--- src/rtl/pipeline_hold_ctrl.sv ---
// Pipeline hold/flush controller for a 5-stage in-order pipeline.
// The controller arbitrates four sources of pipeline disturbance:
//   - memory-access stalls (MEM_LAT hold cycles),
//   - HLT/resume,
//   - taken branches (flush IF/ID and bubble ID/EX),
//   - load-use hazards (one-cycle stall with a bubble).
// It drives the preserve muxes of PC/IF-ID/ID-EX/EX-MEM and keeps a
// saturating count of stalled cycles.
module pipeline_hold_ctrl #(
  parameter int MEM_LAT = 2
) (
  input  logic        clk,
  input  logic        rst_n,
  input  logic [2:0]  id_ra,
  input  logic [2:0]  id_rb,
  input  logic        id_use_ra,
  input  logic        id_use_rb,
  input  logic        ex_load,
  input  logic [2:0]  ex_rd,
  input  logic        mem_req,
  input  logic        branch_taken,
  input  logic        halt,
  input  logic        resume,
  output logic        preserve_pc,
  output logic        preserve_ifid,
  output logic        preserve_idex,
  output logic        preserve_exmem,
  output logic        bubble_idex,
  output logic        flush_ifid,
  output logic        mem_ack,
  output logic [1:0]  state,
  output logic [15:0] stall_cnt
);

  typedef enum logic [1:0] {
    RUN     = 2'd0,
    MEMWAIT = 2'd1,
    HALT    = 2'd2,
    BAD     = 2'd3
  } state_t;

  state_t      st;
  logic [3:0]  wcnt;
  logic        ack_q;
  logic [15:0] cnt_q;
  logic        hazard;
  logic        mem_stall;

  assign state     = st;
  assign mem_ack   = ack_q;
  assign stall_cnt = cnt_q;

  // Load-use hazard: EX load writes a register the ID instruction reads.
  assign hazard = ex_load & ((id_use_ra & (id_ra == ex_rd)) |
                             (id_use_rb & (id_rb == ex_rd)));

  // A request is ignored for the one RUN cycle in which its ack is presented.
  assign mem_stall = mem_req & ~ack_q;

  // Hold/flush decode; everything forced low while reset is asserted.
  always_comb begin
    preserve_pc    = 1'b0;
    preserve_ifid  = 1'b0;
    preserve_idex  = 1'b0;
    preserve_exmem = 1'b0;
    bubble_idex    = 1'b0;
    flush_ifid     = 1'b0;
    if (rst_n) begin
      case (st)
        RUN: begin
          if (mem_stall || halt) begin
            preserve_pc    = 1'b1;
            preserve_ifid  = 1'b1;
            preserve_idex  = 1'b1;
            preserve_exmem = 1'b1;
          end else if (branch_taken) begin
            flush_ifid  = 1'b1;
            bubble_idex = 1'b1;
          end else if (hazard) begin
            preserve_pc   = 1'b1;
            preserve_ifid = 1'b1;
            bubble_idex   = 1'b1;
          end
        end
        MEMWAIT, HALT: begin
          preserve_pc    = 1'b1;
          preserve_ifid  = 1'b1;
          preserve_idex  = 1'b1;
          preserve_exmem = 1'b1;
        end
        default: ;
      endcase
    end
  end

  // FSM, memory wait counter, ack flag and saturating stall counter.
  always_ff @(posedge clk or negedge rst_n) begin
    if (!rst_n) begin
      st    <= RUN;
      wcnt  <= 4'd0;
      ack_q <= 1'b0;
      cnt_q <= 16'd0;
    end else begin
      case (st)
        RUN: begin
          ack_q <= 1'b0;
          if (mem_stall) begin
            if (MEM_LAT > 1) begin
              st   <= MEMWAIT;
              wcnt <= 4'(MEM_LAT - 1);
            end else begin
              ack_q <= 1'b1;
            end
          end else if (halt) begin
            st <= HALT;
          end
        end
        MEMWAIT: begin
          if (wcnt <= 4'd1) begin
            st    <= RUN;
            wcnt  <= 4'd0;
            ack_q <= 1'b1;
          end else begin
            wcnt <= wcnt - 4'd1;
          end
        end
        HALT: begin
          if (resume) st <= RUN;
        end
        default: begin
          st    <= RUN;
          wcnt  <= 4'd0;
          ack_q <= 1'b0;
        end
      endcase
      if (preserve_pc && st != HALT && cnt_q != 16'hFFFF)
        cnt_q <= cnt_q + 16'd1;
    end
  end

endmodule

--- config.mk ---
export PLATFORM = sky130hd
export DESIGN_NAME = pipeline_hold_ctrl
export DESIGN_NICKNAME = d
export VERILOG_FILES = /design/src/rtl/pipeline_hold_ctrl.sv
export SDC_FILE = /design/constraint.sdc
export NUM_CORES = 1
export LEC_CHECK = 0
export ABC_AREA = 0
export BUFFER_PORTS_ARGS = -buffer_cell sky130_fd_sc_hd__buf_4
export CAP_MARGIN = 40
export CORE_ASPECT_RATIO = 0.6
export CORE_MARGIN = 2
export CORE_UTILIZATION = 45
export CTS_CLUSTER_DIAMETER = 50
export CTS_CLUSTER_SIZE = 28
export DETAILED_ROUTE_END_ITERATION = 12
export PLACE_DENSITY_LB_ADDON = 0.1
export SLEW_MARGIN = 40
export SYNTH_ARGS = -nofsm -noshare
export SYNTH_HDL_FRONTEND = slang
export SYNTH_SLANG_ARGS = --single-unit
--- constraint.sdc ---
create_clock -name clk -period 2.3 [get_ports clk]
set_clock_uncertainty 0.2 [all_clocks]
set_input_delay 0.115 -clock clk [delete_from_list [all_inputs] [get_ports clk]]
set_output_delay 0.115 -clock clk [all_outputs]
set_load 0.005 [all_outputs]
# Word level (Yosys, flattened, before mapping)
# Cells that the tools add are included.
dict set report op_classes {
  n_lt_le_gt_ge 1
  n_mux 26
  eq_ne 10
  n_reduce_logical 8
  addsub 2
  n_bitwise 7
}
# op count
set ops {}
lappend ops {{adder 16 x 1 -> 16 bit, second input constant} 1}
lappend ops {{inequality test 16 bit, second input constant} 1}
lappend ops {{2-to-1 mux 1 bit} 15}
lappend ops {{one-hot mux 4 bit (3 select lines)} 1}
lappend ops {{2-to-1 mux 2 bit} 4}
lappend ops {{2-to-1 mux 4 bit} 2}
lappend ops {{inequality test 2 bit, second input constant} 4}
lappend ops {{equality test 3 bit} 2}
lappend ops {{one-hot mux 1 bit (2 select lines)} 3}
lappend ops {{one-hot mux 2 bit (3 select lines)} 1}
lappend ops {{AND 1 bit} 4}
lappend ops {{<= comparator 4 x 1 -> 1 bit, second input constant} 1}
lappend ops {{AND reduction 2 bit} 2}
lappend ops {{subtractor 4 x 1 -> 4 bit, second input constant} 1}
lappend ops {{inequality test 3 bit, second input constant} 1}
lappend ops {{AND reduction 3 bit} 1}
lappend ops {{equality test 2 x 1 -> 1 bit, second input constant} 1}
lappend ops {{equality test 2 bit, second input constant} 1}
lappend ops {{logical AND 1 bit} 2}
lappend ops {{zero test 2 bit} 1}
lappend ops {{inverter 1 bit} 2}
lappend ops {{OR reduction 2 bit} 1}
lappend ops {{logical OR 1 bit} 1}
lappend ops {{OR 1 bit} 1}
dict set report totals {
  regBits 23
  inputBits 18
  word_cells 58
}

# Longest topological paths before layout
# Gate-level depths: netlist of run 1.
dict set report logic_depth {
  word_depth 11
  ltp_mapped 8
  depth_no_buf 7
}

# Least setup slack after synthesis of run 1
# Ideal clock, no wire load.
dict set report synth_timing {
  kind {reg-to-reg}
  startpoint {reg st[0], in the netlist state[0]}
  endpoint {reg cnt_q[10], in the netlist stall_cnt[10]}
  path_stages_with_launch 9
  arrival_ns 1.786
  setup_slack_ns 0.190
  n_path_buf 1
  setup_ns 0.124
  path_cell_list {dfrtp_1 > inv_1 > ha_1 > nand3_1 > a211o_1 > a21oi_4 > buf_6 > nand4_4 > xnor2_2}
}
dict set report synth_via {
  elab_chain_len 6
  word_cells_on_any_way 9
  cone_classes {3 x eq/ne; 2 x mux; 4 x reduce/logical}
}
# item line
set synth_lines {}
lappend synth_lines {{start: declaration} 42} ;# state_t st;
lappend synth_lines {{start signal: assignment} 99} ;# st <= RUN;
lappend synth_lines {{start signal: assignment} 109} ;# st <= MEMWAIT;
lappend synth_lines {{start signal: assignment} 115} ;# st <= HALT;
lappend synth_lines {{equality test 2 bit / equality test 2 x 1 -> 1 bit (equally long branches)} 69} ;# case (st)
lappend synth_lines {{OR reduction 2 bit} 69}
lappend synth_lines {{one-hot mux 1 bit (2 select lines)} 69}
lappend synth_lines {{2-to-1 mux 1 bit} 68} ;# if (rst_n) begin
lappend synth_lines {{logical AND 1 bit (*) (2 in series)} 136} ;# if (preserve_pc && st != HALT && cnt_q != 16'hFFFF)
lappend synth_lines {{end signal: assignment} 137} ;# cnt_q <= cnt_q + 16'd1;
lappend synth_lines {{end: declaration} 45} ;# logic [15:0] cnt_q;
# Mark *: on every way between the ends. The rest lies on a longest branch, timed or not.
# A chain may end at the register's enable or synchronous reset.

# Worst setup path in the final report of run 1
dict set report layout_timing {
  startpoint {reg st[0], in the netlist state[0]}
  endpoint {reg cnt_q[13], in the netlist stall_cnt[13]}
}
# The elaborated chain is that of the path after synthesis.

==> impl_metrics.csv, run 1 <==
group,metric,value,unit
run_status,status,"complete, no violations",
clock_network,cts_tree,"yes",
floorplanning,die-area,3493,um2
place,gp_congestion,0.8277,
floorplanning,rows,15,
critical_path,crit_fanout,8,
power,seq_power_share,34.6,%
yosys,synth_cell_types,37,
sta,relSlewSlack,78.23,%
power,irDropWorstVdd,0.6584,mV
yosys,synth.net_count,157,
route,drt_iter0_drc,56,
yosys,synthTopCellsByArea,"dfrtp_1, xnor2_1, ha_1, nand3_2, nand4_1",
clock_network,cts_root_buf,"clkbuf_8",
yosys,ys_seq_area_share,42.32,%
sta,max_freq,455.8,MHz
power,p_switching,0.6530,mW
sta,setup_viol,0,
floorplanning,core,2872,um2
place,placed_cells,219,
global_route,grt_max_degree,25,
floorplanning,floorplan.initialDensity,47.36,%
clock_network,path_clk_slew,80,ps
power,p_leak,0.9185,nW
global_route,first_global_vias,1058,
cells_and_area,nNetsFinal,216,
global_route,antenna_found_initial,0,
yosys,avgSynthCellArea,10.30,um2
critical_path,end_kind,"flop",
floorplanning,die_w,74.98,um
route,vias_per_cell,4.961,
route,wl,3018,um
power,p_int,1.112,mW
critical_path,required,2250,ps
global_route,grt_pass1_wl,4698,um
critical_path,r2r_setup_slack,110,ps
global_route,overflow,0,
power,clockPowerShare,14.0,%
critical_path,worstSetupStartpointType,"flop",
place,dp_hpwl,2302,um
sta,post-route-period-util,95.38,%
cells_and_area,area_growth,40.11,%
power,swShare,37.01,%
route,postRouteAntennaNets,0,
global_route,track_usage,17.79,%
sta,slew_violations,0,
clock_network,clock_path_buffers,2,
yosys,ys.warnings.count,0,
clock_network,cts_htree_levels,1,
cells_and_area,instances_no_fill,232,
yosys,synth_ff_type,"dfrtp_1",
floorplanning,ios,43,
sta,hold_viol_final,0,
yosys,ys_async_sr_fraction,100.0,%
yosys,ys_ff_latch,23,
cells_and_area,layout-drive-gt1-share,37.37,%
route,firstDrtPassIters,4,
sta,worst_slew_pin_slew,325.8,ps
floorplanning,fp.dieH,46.59,um
route,drc_errors,0,
sta,rsz0062_at_grt,"no",
critical_path,worstPathArrival,2150,ps
clock_network,numCtsBuffers,3,
cells_and_area,fill_cells,234,
cells_and_area,num_antenna_cells,0,
power,power_frac_comb,51.4,%
yosys,synth_top_area_share,42.32,%
yosys,yosysTopAreaCell,"dfrtp_1",
sta,fin_crit,2194,ps
power,total_power,1.765,mW
critical_path,path_class,"reg -> reg",
clock_network,clk_latency,260,ps
yosys,synth_edf_count,0,
sta,finalSetupTns,0,ps
yosys,synthCells,132,
yosys,syn-cell-area,1360,um2
route,routedWlPerCell,13.01,um
yosys,synth_most_common_cell,"dfrtp_1",
yosys,synthTopCellsByCount,"dfrtp_1, xnor2_1, inv_1, nand2_1",
clock_network,cts_sinks,23,
power,power_density,926.0,nW/um2
min_path,hold_class,"in -> reg",
route,vias,1151,
job,drv_cap,0,
place,port_buffers,42,
power by group through the flow:
stage | clock, mW | sequential (mW) | combinational [mW]
2_1_floorplan | 0 | 0.599 | 0.472
3_3_place_gp | 0 | 0.611 | 0.776
3_5_place_dp | 0 | 0.617 | 0.799
4_1_cts | 0.256 | 0.611 | 0.809
5_1_grt | 0.269 | 0.626 | 0.999
6_report | 0.248 | 0.610 | 0.907
path summary, 6_finish.rpt:
check                      startpoint       endpoint  cells past startpoint
setup / recovery             state[0]  stall_cnt[13]                      8
hold / removal                 resume       state[0]                      5
setup reg to reg             state[0]  stall_cnt[13]                      8
hold reg to reg               wcnt[1]        wcnt[1]                      2
max in group asynchronous       rst_n       state[1]                      3
min in group asynchronous       rst_n       state[0]                      3
what timing repair did:
item	CTS	global route
setup buffers	0	5
resized for setup	0	3
setup endpoints to repair	0	13
hold endpoints to repair	24	0
hold buffers	3	0
critical path, cell delays in order, from the launching register on:
cell,delay (ps)
dfrtp_1,420
ha_1,220
nor2b_2,130
nand3_1,80
a211o_1,280
a21oi_4,320
clkbuf_16,220
nand3_2,80
xnor2_1,140
layout make-up:
cell class,instances,area (um2),share of cell area [%]
multi-input cells,96,726.9,38.15
flip-flops and latches,23,576.8,30.27
repair buffers,57,465.4,24.43
well taps,42,52.55,2.758
clock buffers,3,41.29,2.167
inverters,10,37.54,1.970
clock inverters,1,5.005,0.2626
per-stage QoR:
stage,setup WS [ps],util [%],cell area [um2],hold slack (ps)
3_3_place_gp,118.1,61.26,1759,-71.05
3_5_place_dp,66.28,61.26,1759,-71.25
6_report,106.3,66.36,1906,136.7
4_1_cts,45.46,63.92,1836,140.4
2_1_floorplan,189.6,-,1360,-380.6
5_1_grt,1.737,66.36,1906,175.8
registers in the layout, summed over array words and instances (netlist names):
signal / flops
stall_cnt: 16
wcnt: 4
state: 2
mem_ack: 1
layout by cell type, fill, tap and decap left out, drive strengths merged:
cell          n
clkbuf        4
ha            7
o22ai         1
nand3        10
dlygate4sd3   3
o21ai         3
nand4         8
a21boi        1
and3          2
o21a          1
nand2        10
a31o          1
o22a          1
a22o          1
mux2          1
xnor2        20
a21oi         6
buf          53
a211oi        1
and2b         1
a211o         1
o31ai         2
nor2b         2
nand4b        2
a32o          1
nor4          1
and2          1
inv          10
dfrtp        23
clkinv        1
nor2          6
nand2b        2
xor2          1
nor3          2
cells by family after synthesis:
kind of cell    after synthesis  share of synthesized area [%]
flops                        23                          42.32
xor+xnor                     21                          14.08
fa+ha+maj                     7                          6.439
mux                           1                         0.8279
buf+inv                      13                          4.692
compound gates               20                          10.67
simple gates                 47                          20.98
per-layer routing:
layer	track usage (%)	up-vias	wire, um
li1	-	571	-
met1	25.63	541	1548
met2	27.72	39	1307
met3	4.595	0	161
met4	2.143	0	0
met5	0	-	0
No activity file was read; power rests on OpenSTA's default activity.
==> run 2: changes to the inputs <==
--- a/config.mk
+++ b/config.mk
@@ -15,6 +15,7 @@
 export CTS_CLUSTER_SIZE = 28
 export DETAILED_ROUTE_END_ITERATION = 12
 export PLACE_DENSITY_LB_ADDON = 0.1
+export REMOVE_ABC_BUFFERS = 1
 export SLEW_MARGIN = 40
 export SYNTH_ARGS = -nofsm -noshare
 export SYNTH_HDL_FRONTEND = slang
==> run 2 against run 1 <==
Effect of this change:
- die area is the same
- worst setup slack gained 21 ps
- via count shrank 1.7%
- sequential power is essentially flat
- cell area shrank 3.7%
- worst hold slack gained 10 ps
- core utilization shrank 2.5 points
- routed wire length shrank 3.6%
- critical path depth shrank 1
- count of clock-buffer cells in the layout grew 1
- highest routed layer is now met4
==> impl_metrics.csv, run 2 (synthesis gave the netlist of run 1 again) <==
group,metric,value,unit
run_status,status,"complete, no violations",
route,vias_per_cell,5.004,
sta,setup_viol,0,
clock_network,path_clk_slew,80,ps
sta,finalSetupTns,0,ps
floorplanning,ios,43,
cells_and_area,num_antenna_cells,0,
critical_path,rr_worst_depth,8,
min_path,holdPathStages,5,
power,p_leak,0.8785,nW
sta,relSlewSlack,76.60,%
cells_and_area,area_growth,34.87,%
critical_path,worstSetupStartpointType,"flop",
floorplanning,rows,15,
cells_and_area,mostFrequentLayoutCells,"buf_4, dfrtp_1, xnor2_1",
sta,slew_violations,0,
floorplanning,core,2872,um2
floorplanning,die-area,3493,um2
critical_path,end_kind,"output port",
cells_and_area,final_common_cell,"buf_4",
route,drt_iter0_drc,22,
cells_and_area,largest_register_ffs,16,
critical_path,path_class,"reg -> out",
critical_path,crit_fanout,6,
job,drv_cap,0,
global_route,first_global_vias,1097,
power,total_power,1.648,mW
power,irDropWorstVdd,0.5857,mV
place,gp_congestion,0.8072,
global_route,antenna_found_initial,0,
route,routedWlPerCell,12.88,um
clock_network,clock_path_buffers,2,
cells_and_area,nNetsFinal,210,
clock_network,cts_root_buf,"clkbuf_8",
place,place_area,1759,um2
sta,rsz0062_at_grt,"no",
global_route,track_usage,18.20,%
floorplanning,fp.dieH,46.59,um
global_route,grt_max_degree,25,
sta,whs,147.0,ps
sta,post-route-period-util,94.46,%
route,firstDrtPassIters,4,
power,power_density,898.7,nW/um2
clock_network,post-cts-setup-buffers,0,
place,port_buffers,42,
sta,max_freq,460.3,MHz
route,postRouteAntennaNets,0,
place,dp_hpwl,2357,um
route,drc_errors,0,
critical_path,critPathMaxStageDelay,420,ps
sta,worst_slew_pin_slew,348.6,ps
sta,fin_crit,2172,ps
clock_network,clk_latency,260,ps
critical_path,required,1990,ps
route,vias,1131,
critical_path,cp_slowest_cell,"dfrtp_1",
cells_and_area,layout-drive-gt1-share,33.15,%
cells_and_area,final_area,1834,um2
clock_network,cts_tree,"yes",
route,wl,2910,um
critical_path,cpMostUsedCell,"buf_4",
clock_network,cts_resized,0,
critical_path,worstPathArrival,1860,ps
clock_network,cts_htree_levels,1,
critical_path,cp_cell_sequence,"inv_1, ha_1, buf_4, o21a_1, o21ai_1, nand2_1, buf_4",
clock_network,numCtsBuffers,3,
sta,hold_viol_final,0,
cells_and_area,fill_cells,239,
global_route,grt_pass1_wl,4671,um
floorplanning,die_w,74.98,um
floorplanning,floorplan.initialDensity,47.36,%
global_route,overflow,0,
clock_network,cts_sinks,23,
min_path,hold_class,"in -> reg",
[run 2: cell types whose count changed in the layout (fill, tap and decap cells not counted)]
cell | previous run | this run
dfrtp_2 | 1 | 0
o21ai_2 | 1 | 0
nor2b_1 | 1 | 2
o21ai_1 | 0 | 1
buf_4 | 52 | 47
clkbuf_1 | 0 | 1
nor2b_2 | 1 | 0
clkbuf_16 | 1 | 0
clkinv_2 | 1 | 0
dfrtp_1 | 22 | 23
[run 2: routing by layer]
layer	routed length, um	up-vias	global-route usage, %
met1	1389	525	23.30
met3	164	6	5.470
met4	65	0	8.571
met2	1291	37	28.42
li1	-	563	-
met5	0	-	0
[run 2: where the power goes]
group	leakage, nW	switching [mW]	total (mW)	internal, mW
registers	0.306	0.110	0.607	0.498
logic	0.549	0.382	0.793	0.411
clock network	0.0228	0.124	0.248	0.124
[run 2: critical path, delay by kind of cell, from the launching register on]
family | cells | cell delay (ps)
flops | 1 | 420
buf+inv | 3 | 410
compound gates | 2 | 400
fa+ha+maj | 1 | 220
simple gates | 1 | 150
[run 2: repair_timing]
| item | 4_1_cts | 5_1_grt |
|---|---|---|
| endpoints found under the hold margin | 24 | 0 |
| setup endpoints to repair | 0 | 0 |
| hold buffers | 3 | 0 |
[run 2: final cells by class]
class	instances	area, um2	area share [%]
timing repair buffer	51	402.9	21.96
inverter	10	37.54	2.046
tap	42	52.55	2.865
clock buffer	4	45.04	2.456
multi-input combinational	96	720.7	39.29
sequential	23	575.6	31.38
[run 2: path summary, 6_finish.rpt]
check	from	endpoint	slack, ps
max	state[0]	preserve_ifid	130
min	resume	state[0]	150
max reg2reg	state[0]	stall_cnt[5]	140
min reg2reg	wcnt[1]	wcnt[1]	300
max in group asynchronous	rst_n	stall_cnt[1]	1500
min in group asynchronous	rst_n	stall_cnt[15]	160
[run 2: stage by stage]
stage,setup WS [ps],cells,utilization [%]
floorplan,62.59,129,-
global placement,204.2,219,61.26
detailed placement,127.4,219,61.26
CTS,108.8,226,63.88
global route,6.454,226,63.88
finish,127.5,226,63.88
